File: config.mk
export PLATFORM = sky130hd
export DESIGN_NAME = lock_code_sequencer_flat
export DESIGN_NICKNAME = d
export VERILOG_FILES = /design/src/rtl/lock_pkg.sv /design/src/rtl/lock_code_sequencer_if.sv /design/src/rtl/lock_seq_timer.sv /design/src/rtl/lock_code_sequencer.sv /design/src/flat_wrapper.sv
export SDC_FILE = /design/constraint.sdc
export NUM_CORES = 1
export LEC_CHECK = 0
export CAP_MARGIN = 20
export CORE_MARGIN = 2
export CORE_UTILIZATION = 50
export CTS_CLUSTER_SIZE = 12
export DETAILED_ROUTE_END_ITERATION = 16
export PLACE_DENSITY = 0.72
export REMOVE_ABC_BUFFERS = 1
export SLEW_MARGIN = 0
export SYNTH_ARGS = -nofsm -noshare
export SYNTH_HDL_FRONTEND = slang
export SYNTH_SLANG_ARGS = --single-unit
File: constraint.sdc
create_clock -name clk -period 2.2 [get_ports clk]
set_input_delay 0.44 -clock clk [delete_from_list [all_inputs] [get_ports clk]]
set_output_delay 0.44 -clock clk [all_outputs]
set_load 0.005 [all_outputs]
File: src/rtl/lock_pkg.sv
// rtl/lock_pkg.sv - shared state enum, switch-code type, named codes and default timing for the lock code sequencer
package lock_pkg;

    typedef enum logic [2:0] {
        IDLE,
        SETUP,
        PRESS,
        GAP,
        FINISH
    } lock_state_e;

    // Bit order {sw1, sw2, sw8}
    typedef logic [2:0] lock_code_t;

    localparam lock_code_t CODE_ZERO = 3'b000;
    localparam lock_code_t CODE_ARM  = 3'b001;
    localparam lock_code_t CODE_BOTH = 3'b110;
    localparam lock_code_t CODE_ALL  = 3'b111;

    localparam int DEF_MAX_STEPS    = 8;
    localparam int DEF_SETUP_CYCLES = 1000;
    localparam int DEF_PRESS_CYCLES = 600000;  // comfortably past the lock's 500000-cycle debounce
    localparam int DEF_GAP_CYCLES   = 600000;

    function automatic int max3(input int a, input int b, input int c);
        int m;
        m = (a > b) ? a : b;
        return (m > c) ? m : c;
    endfunction

endpackage

File: src/rtl/lock_code_sequencer_if.sv
// rtl/lock_code_sequencer_if.sv - host code-list/start signals and lock switch/button outputs; abort only with LOCK_SEQ_ABORT_EN
interface lock_code_sequencer_if #(
    parameter int MAX_STEPS = 8
);
    import lock_pkg::*;

    localparam int SW = $clog2(MAX_STEPS);

    logic          wr_en;
    logic [SW-1:0] wr_addr;
    lock_code_t    wr_data;
    logic [SW:0]   code_len;
    logic          start;
`ifdef LOCK_SEQ_ABORT_EN
    logic          abort;
`endif
    logic          sw1;
    logic          sw2;
    logic          sw8;
    logic          btn_n;
    logic          busy;
    logic          done;
    logic [SW-1:0] step_idx;

`ifdef LOCK_SEQ_ABORT_EN
    modport master (
        input  wr_en, wr_addr, wr_data, code_len, start, abort,
        output sw1, sw2, sw8, btn_n, busy, done, step_idx
    );
    modport slave (
        output wr_en, wr_addr, wr_data, code_len, start, abort,
        input  sw1, sw2, sw8, btn_n, busy, done, step_idx
    );
`else
    modport master (
        input  wr_en, wr_addr, wr_data, code_len, start,
        output sw1, sw2, sw8, btn_n, busy, done, step_idx
    );
    modport slave (
        output wr_en, wr_addr, wr_data, code_len, start,
        input  sw1, sw2, sw8, btn_n, busy, done, step_idx
    );
`endif

endinterface

File: src/rtl/lock_seq_timer.sv
// rtl/lock_seq_timer.sv - loadable down-counter that flags expiry when it reaches zero
module lock_seq_timer #(
    parameter int WIDTH = 4
) (
    input  logic             clk,
    input  logic             reset,
    input  logic             load,
    input  logic [WIDTH-1:0] load_val,
    output logic             expired
);

    logic [WIDTH-1:0] count_q;
    logic [WIDTH-1:0] count_d;

    // Reload on state entry, otherwise count down and rest at zero
    always_comb begin
        count_d = count_q;
        if (load) begin
            count_d = load_val;
        end else if (count_q != '0) begin
            count_d = count_q - WIDTH'(1);
        end
    end

    // Counter register
    always_ff @(posedge clk or negedge reset) begin
        if (!reset) begin
            count_q <= '0;
        end else begin
            count_q <= count_d;
        end
    end

    assign expired = (count_q == '0);

endmodule

File: src/rtl/lock_code_sequencer.sv
// rtl/lock_code_sequencer.sv - plays a stored switch-code list into the lock as setup/press/gap button cycles; LOCK_SEQ_ABORT_EN adds abort
module lock_code_sequencer
    import lock_pkg::*;
#(
    parameter int MAX_STEPS    = DEF_MAX_STEPS,
    parameter int SETUP_CYCLES = DEF_SETUP_CYCLES,
    parameter int PRESS_CYCLES = DEF_PRESS_CYCLES,
    parameter int GAP_CYCLES   = DEF_GAP_CYCLES
) (
    input  logic                  clk,
    input  logic                  reset,
    lock_code_sequencer_if.master bus
);

    localparam int SW = $clog2(MAX_STEPS);
    localparam int LW = SW + 1;
    localparam int TW = $clog2(max3(SETUP_CYCLES, PRESS_CYCLES, GAP_CYCLES)) + 1;

    localparam logic [TW-1:0] SETUP_LOAD = TW'(SETUP_CYCLES - 1);
    localparam logic [TW-1:0] PRESS_LOAD = TW'(PRESS_CYCLES - 1);
    localparam logic [TW-1:0] GAP_LOAD   = TW'(GAP_CYCLES - 1);
    localparam logic [LW-1:0] LEN_MAX    = LW'(MAX_STEPS);

    lock_state_e   state_q, state_d;
    lock_code_t    mem_q [MAX_STEPS];
    lock_code_t    mem_d [MAX_STEPS];
    logic [LW-1:0] len_q, len_d;
    logic [SW-1:0] step_q, step_d;
    lock_code_t    sw_q, sw_d;
    logic          btn_n_q, btn_n_d;
    logic          busy_q, busy_d;
    logic          done_q, done_d;

    logic          tmr_load;
    logic [TW-1:0] tmr_val;
    logic          tmr_expired;
    logic [LW-1:0] start_len;
    logic [SW-1:0] next_step;
    logic          is_last;

    lock_seq_timer #(
        .WIDTH (TW)
    ) u_timer (
        .clk      (clk),
        .reset    (reset),
        .load     (tmr_load),
        .load_val (tmr_val),
        .expired  (tmr_expired)
    );

    // Next-state, code-list write and registered-output decisions
    always_comb begin
        state_d  = state_q;
        mem_d    = mem_q;
        len_d    = len_q;
        step_d   = step_q;
        sw_d     = sw_q;
        btn_n_d  = btn_n_q;
        busy_d   = busy_q;
        done_d   = 1'b0;
        tmr_load = 1'b0;
        tmr_val  = '0;

        start_len = (bus.code_len > LEN_MAX) ? LEN_MAX : bus.code_len;
        next_step = step_q + SW'(1);
        is_last   = ({1'b0, step_q} == (len_q - LW'(1)));

        // The list is frozen while a run is playing; a write alongside start lands first
        if (bus.wr_en && !busy_q) begin
            mem_d[bus.wr_addr] = bus.wr_data;
        end

        case (state_q)
            IDLE: begin
                if (bus.start) begin
                    if (start_len == '0) begin
                        state_d = FINISH;
                        done_d  = 1'b1;
                    end else begin
                        state_d  = SETUP;
                        len_d    = start_len;
                        step_d   = '0;
                        sw_d     = mem_d[0];
                        busy_d   = 1'b1;
                        tmr_load = 1'b1;
                        tmr_val  = SETUP_LOAD;
                    end
                end
            end
            SETUP: begin
                if (tmr_expired) begin
                    state_d  = PRESS;
                    btn_n_d  = 1'b0;
                    tmr_load = 1'b1;
                    tmr_val  = PRESS_LOAD;
                end
            end
            PRESS: begin
                if (tmr_expired) begin
                    state_d  = GAP;
                    btn_n_d  = 1'b1;
                    tmr_load = 1'b1;
                    tmr_val  = GAP_LOAD;
                end
            end
            GAP: begin
                if (tmr_expired) begin
                    if (is_last) begin
                        state_d = FINISH;
                        busy_d  = 1'b0;
                        done_d  = 1'b1;
                    end else begin
                        state_d  = SETUP;
                        step_d   = next_step;
                        sw_d     = mem_q[next_step];
                        tmr_load = 1'b1;
                        tmr_val  = SETUP_LOAD;
                    end
                end
            end
            FINISH: begin
                state_d = IDLE;
            end
            default: begin
                state_d = IDLE;
            end
        endcase

`ifdef LOCK_SEQ_ABORT_EN
        // Abort releases the button at once and ends the run on the current entry
        if (bus.abort && busy_q) begin
            state_d  = FINISH;
            btn_n_d  = 1'b1;
            busy_d   = 1'b0;
            done_d   = 1'b1;
            step_d   = step_q;
            sw_d     = sw_q;
            tmr_load = 1'b0;
        end
`endif
    end

    // FSM state, code list and registered outputs
    always_ff @(posedge clk or negedge reset) begin
        if (!reset) begin
            state_q <= IDLE;
            for (int i = 0; i < MAX_STEPS; i++) begin
                mem_q[i] <= CODE_ZERO;
            end
            len_q   <= '0;
            step_q  <= '0;
            sw_q    <= CODE_ZERO;
            btn_n_q <= 1'b1;
            busy_q  <= 1'b0;
            done_q  <= 1'b0;
        end else begin
            state_q <= state_d;
            mem_q   <= mem_d;
            len_q   <= len_d;
            step_q  <= step_d;
            sw_q    <= sw_d;
            btn_n_q <= btn_n_d;
            busy_q  <= busy_d;
            done_q  <= done_d;
        end
    end

    assign bus.sw1      = sw_q[2];
    assign bus.sw2      = sw_q[1];
    assign bus.sw8      = sw_q[0];
    assign bus.btn_n    = btn_n_q;
    assign bus.busy     = busy_q;
    assign bus.done     = done_q;
    assign bus.step_idx = step_q;

endmodule

File: src/flat_wrapper.sv
// flat-port wrapper written by rule: the top's interface ports become plain ports
module lock_code_sequencer_flat import lock_pkg::*;
#(
    parameter int MAX_STEPS    = DEF_MAX_STEPS,
    parameter int SETUP_CYCLES = DEF_SETUP_CYCLES,
    parameter int PRESS_CYCLES = DEF_PRESS_CYCLES,
    parameter int GAP_CYCLES   = DEF_GAP_CYCLES
)
  (clk, reset, bus_wr_en, bus_wr_addr, bus_wr_data, bus_code_len, bus_start, bus_sw1, bus_sw2, bus_sw8, bus_btn_n, bus_busy, bus_done, bus_step_idx);
  lock_code_sequencer_if #(.MAX_STEPS(MAX_STEPS)) bus_i ();
  input  logic clk;
  input  logic reset;
  input wire logic [$bits(bus_i.wr_en)-1:0] bus_wr_en;
  input wire logic [$bits(bus_i.wr_addr)-1:0] bus_wr_addr;
  input wire logic [$bits(bus_i.wr_data)-1:0] bus_wr_data;
  input wire logic [$bits(bus_i.code_len)-1:0] bus_code_len;
  input wire logic [$bits(bus_i.start)-1:0] bus_start;
  output wire logic [$bits(bus_i.sw1)-1:0] bus_sw1;
  output wire logic [$bits(bus_i.sw2)-1:0] bus_sw2;
  output wire logic [$bits(bus_i.sw8)-1:0] bus_sw8;
  output wire logic [$bits(bus_i.btn_n)-1:0] bus_btn_n;
  output wire logic [$bits(bus_i.busy)-1:0] bus_busy;
  output wire logic [$bits(bus_i.done)-1:0] bus_done;
  output wire logic [$bits(bus_i.step_idx)-1:0] bus_step_idx;
  assign bus_i.wr_en = bus_wr_en;
  assign bus_i.wr_addr = bus_wr_addr;
  assign bus_i.wr_data = bus_wr_data;
  assign bus_i.code_len = bus_code_len;
  assign bus_i.start = bus_start;
  assign bus_sw1 = bus_i.sw1;
  assign bus_sw2 = bus_i.sw2;
  assign bus_sw8 = bus_i.sw8;
  assign bus_btn_n = bus_i.btn_n;
  assign bus_busy = bus_i.busy;
  assign bus_done = bus_i.done;
  assign bus_step_idx = bus_i.step_idx;
  lock_code_sequencer #(.MAX_STEPS(MAX_STEPS), .SETUP_CYCLES(SETUP_CYCLES), .PRESS_CYCLES(PRESS_CYCLES), .GAP_CYCLES(GAP_CYCLES)) u_core (.clk(clk), .reset(reset), .bus(bus_i));
endmodule
==> metrics <==
status complete, but fails checks; failing checks negative setup slack; vias in the first global route about 2600; leak pwr 0.00182 uW; P_int 2450 uW; Ant. Diodes 0; Slew @ Worst Pin 0.799 ns; root buffer cell clkbuf_8; sw power ~950 uW; fin nets 370; area grow syn2layout 33.5%; Rel. slew slack a little under half; Sw Share 27.9%; nature of the critical path endpoint flop; Tot GR Track Use 22.9%; DIE HEIGHT 82.8 um; Hold WS 0.184 ns; Synth Register Bits 61; synthesized area per cell 11.4 um2; Clk network pwr share between 20% and 30%; Startpoint Class flop; part of the power in combinational logic 28.1%; Die X 82.8 um; fraction of synthesized cell area in xor and xnor cells ~5.5%; type of the worst setup path flop to flop; most used flip-flop cell after synthesis dfrtp_1; crit path cell chain inv_2, ha_4, or4b_4, or4_4, nor2b_4, o311a_4, o21ba_4; clock sink count 61; Achievable Freq 0.439 GHz; first-pass GRT wire length 12400 um; Yosys cell types 42; via count 2459; Starting DRT DRC Count 84; simple-gate share of the synthesized area roughly 17%; clk_lat worst skew 0.34 ns; crit-path leading delay family simple AND/OR/NAND/NOR gates; Synth Area in Adders 1.21%; Setup WS post-layout -0.0766 ns; GPL Wtd Cong 0.872; total core area 5960 um2; pre-CTS WS -0.124 ns; post-synthesis sequential area ratio roughly half; Syn. warnings 0; HP Class primary input to asynchronous set/reset pin; layout cell share with drive strength beyond 1 37.5%; number of flops mapped to enable cells by yosys 0; Seq pwr share 42.5%; hold_buf cts 0; PwrDens 821 nW/um2; clk slew on worst S/H paths 0.07 ns; Routed WL 7310 um; slowest stage cell, crit path or4b_4; die area 6860 um2; I/O Pins 23; DRC Markers 0; Final Cycle Share 103%; Num CTS Buffers 9; Post-DP HPWL 5080 um; CTS H-tree lvls 3; crit-path max FO 7; pin count of the biggest net entering global routing 35; clock tree buffer depth 2; post-route ant nets 0; Max Cap Viol 0; Synth Instances approximately 270; Setup Skew 0.00953 ns; arrival time at the worst endpoint 2.52 ns; initial antenna violation count 0; wire per inst 16.9 um; VDD IR max between 0.5 and 0.6 mV; min Tclk post-route 2.28 ns; compound-cell area share of the yosys netlist 7.93%; Overflow after GRT 0; cell area after synthesis 3110 um2; multiplexer share of the synthesized area 16.8%; Crit path required time approximately 2.4 ns; vias per inst 5.69; main combinational cell family by area after synthesis simple AND/OR/NAND/NOR gates; worst path bufs/invs 1; final hold vios 0; RSZ-0062 raised after global routing yes; Slew Limit Fails 0; PortBufs 22; Pre-antenna DRT Iters 4; final setup fails 7; initial core utilization 52.2%; max incr delay on CP 0.48 ns; FP Rows 28; TritonCTS clock tree yes; FFs w/ async S/R, synth 100%
==> power groups by stage <==
stage / registers, uW / clock network [uW] / logic, uW
2_1_floorplan: 1450 / 0 / 474
3_3_place_gp: 1450 / 0 / 836
3_5_place_dp: 1460 / 0 / 860
4_1_cts: 1440 / 1020 / 917
5_1_grt: 1460 / 1080 / 1050
6_report: 1450 / 1000 / 956
==> final timing paths <==
path	cells past startpoint	startpoint	slack [ns]	endpoint
max in group asynchronous	2	reset	1.37	u_core.mem_q[22]
min reg2reg	2	u_core.len_q[3]	0.49	u_core.len_q[3]
max	7	u_core.u_timer.count_q[0]	-0.08	u_core.u_timer.count_q[7]
min	1	reset	0.18	u_core.u_timer.count_q[6]
min in group clk	2	u_core.len_q[3]	0.49	u_core.len_q[3]
max reg2reg	7	u_core.u_timer.count_q[0]	-0.08	u_core.u_timer.count_q[7]
==> worst reg2reg max path, delay by kind of cell, from the launching register on <==
| kind | cells | cell delay [ns] |
|---|---|---|
| adder cells (fa/ha/maj) | 1 | 0.13 |
| flip-flops | 1 | 0.40 |
| buffers and inverters | 1 | 0.09 |
| AND/OR/NAND/NOR | 3 | 1.13 |
| AO/OA/AOI/OAI | 2 | 0.43 |
==> routing by layer <==
layer  share of wire, %  global-route usage, %  vias up
met5                  0                      0        -
met4                2.7                   9.99        0
met3                3.4                   5.86       17
met2                 51                   38.0       53
met1                 43                   28.3     1226
li1                   -                      -     1163
==> metrics by stage <==
step	total power (uW)	std cells	instance area, um2	utilization [%]	setup TNS [ns]
after global placement	2280	410	3770	63.2	-0.384
after CTS	3380	427	4060	68.2	-0.269
after global routing	3590	432	4150	69.7	-1.37
after detailed placement	2320	410	3770	63.2	-1.09
after floorplan	1930	265	3080	-	-0.667
final	3400	432	4150	69.7	-0.228
==> what timing repair did <==
action                     in CTS  in global routing
gates resized for setup        20                 16
buffers inserted                2                  5
setup endpoints to repair      18                 23
pin swaps                       4                  4
==> placed cells by master (no fill, tap or decap), drive strengths merged, types with 2 or more instances in the layout <==
cell / n
nor3: 9
mux4: 6
dfrtp: 60
ha: 3
buf: 56
nor2: 22
a21oi: 10
clkdlybuf4s50: 21
o21ai: 16
nand2: 19
clkbuf: 14
nor3b: 4
or3: 4
inv: 8
xnor2: 9
a21o: 3
mux2: 30
nand3b: 6
nor4: 7
or4: 6
xor2: 8
nand3: 8
nand2b: 2
a211oi: 3
and3: 2
mux2i: 5
==> cell usage after synthesis, types with 5 or more instances <==
cell       n  share of area [%]
clkbuf_1   8               0.97
nand2_1   19                2.3
xnor2_1    9                2.5
mux2i_1    5                1.6
nand3b_1   6                1.4
a21oi_1   10                1.6
dfrtp_1   60                 48
nor4_1     6                1.2
nor2_1    22                2.7
nand3_1    8                1.3
inv_1      8               0.97
nor3_1     8                1.3
mux2_2    30                 11
o21ai_0   16                2.6
xor2_1     8                2.3
mux4_2     6                4.3
==> logic make-up (layout without fill, tap and decap cells) <==
| logic type | count (synthesis) | in the layout |
|---|---|---|
| flops | 61 | 61 |
| mux | 41 | 41 |
| compound gates | 40 | 40 |
| buf+inv | 16 | 100 |
| simple gates | 94 | 94 |
| fa+ha+maj | 3 | 3 |
| xor+xnor | 18 | 18 |
==> layout make-up <==
class	instances	area, um2
multi-input cells	196	1660
inverters	8	30.0
clock buffers	14	163
well taps	75	93.8
flip-flops and latches	61	1530
repair buffers	77	648
clock inverters	1	30.0
fillers	427	1810
Power figures use the tool's default switching activity.
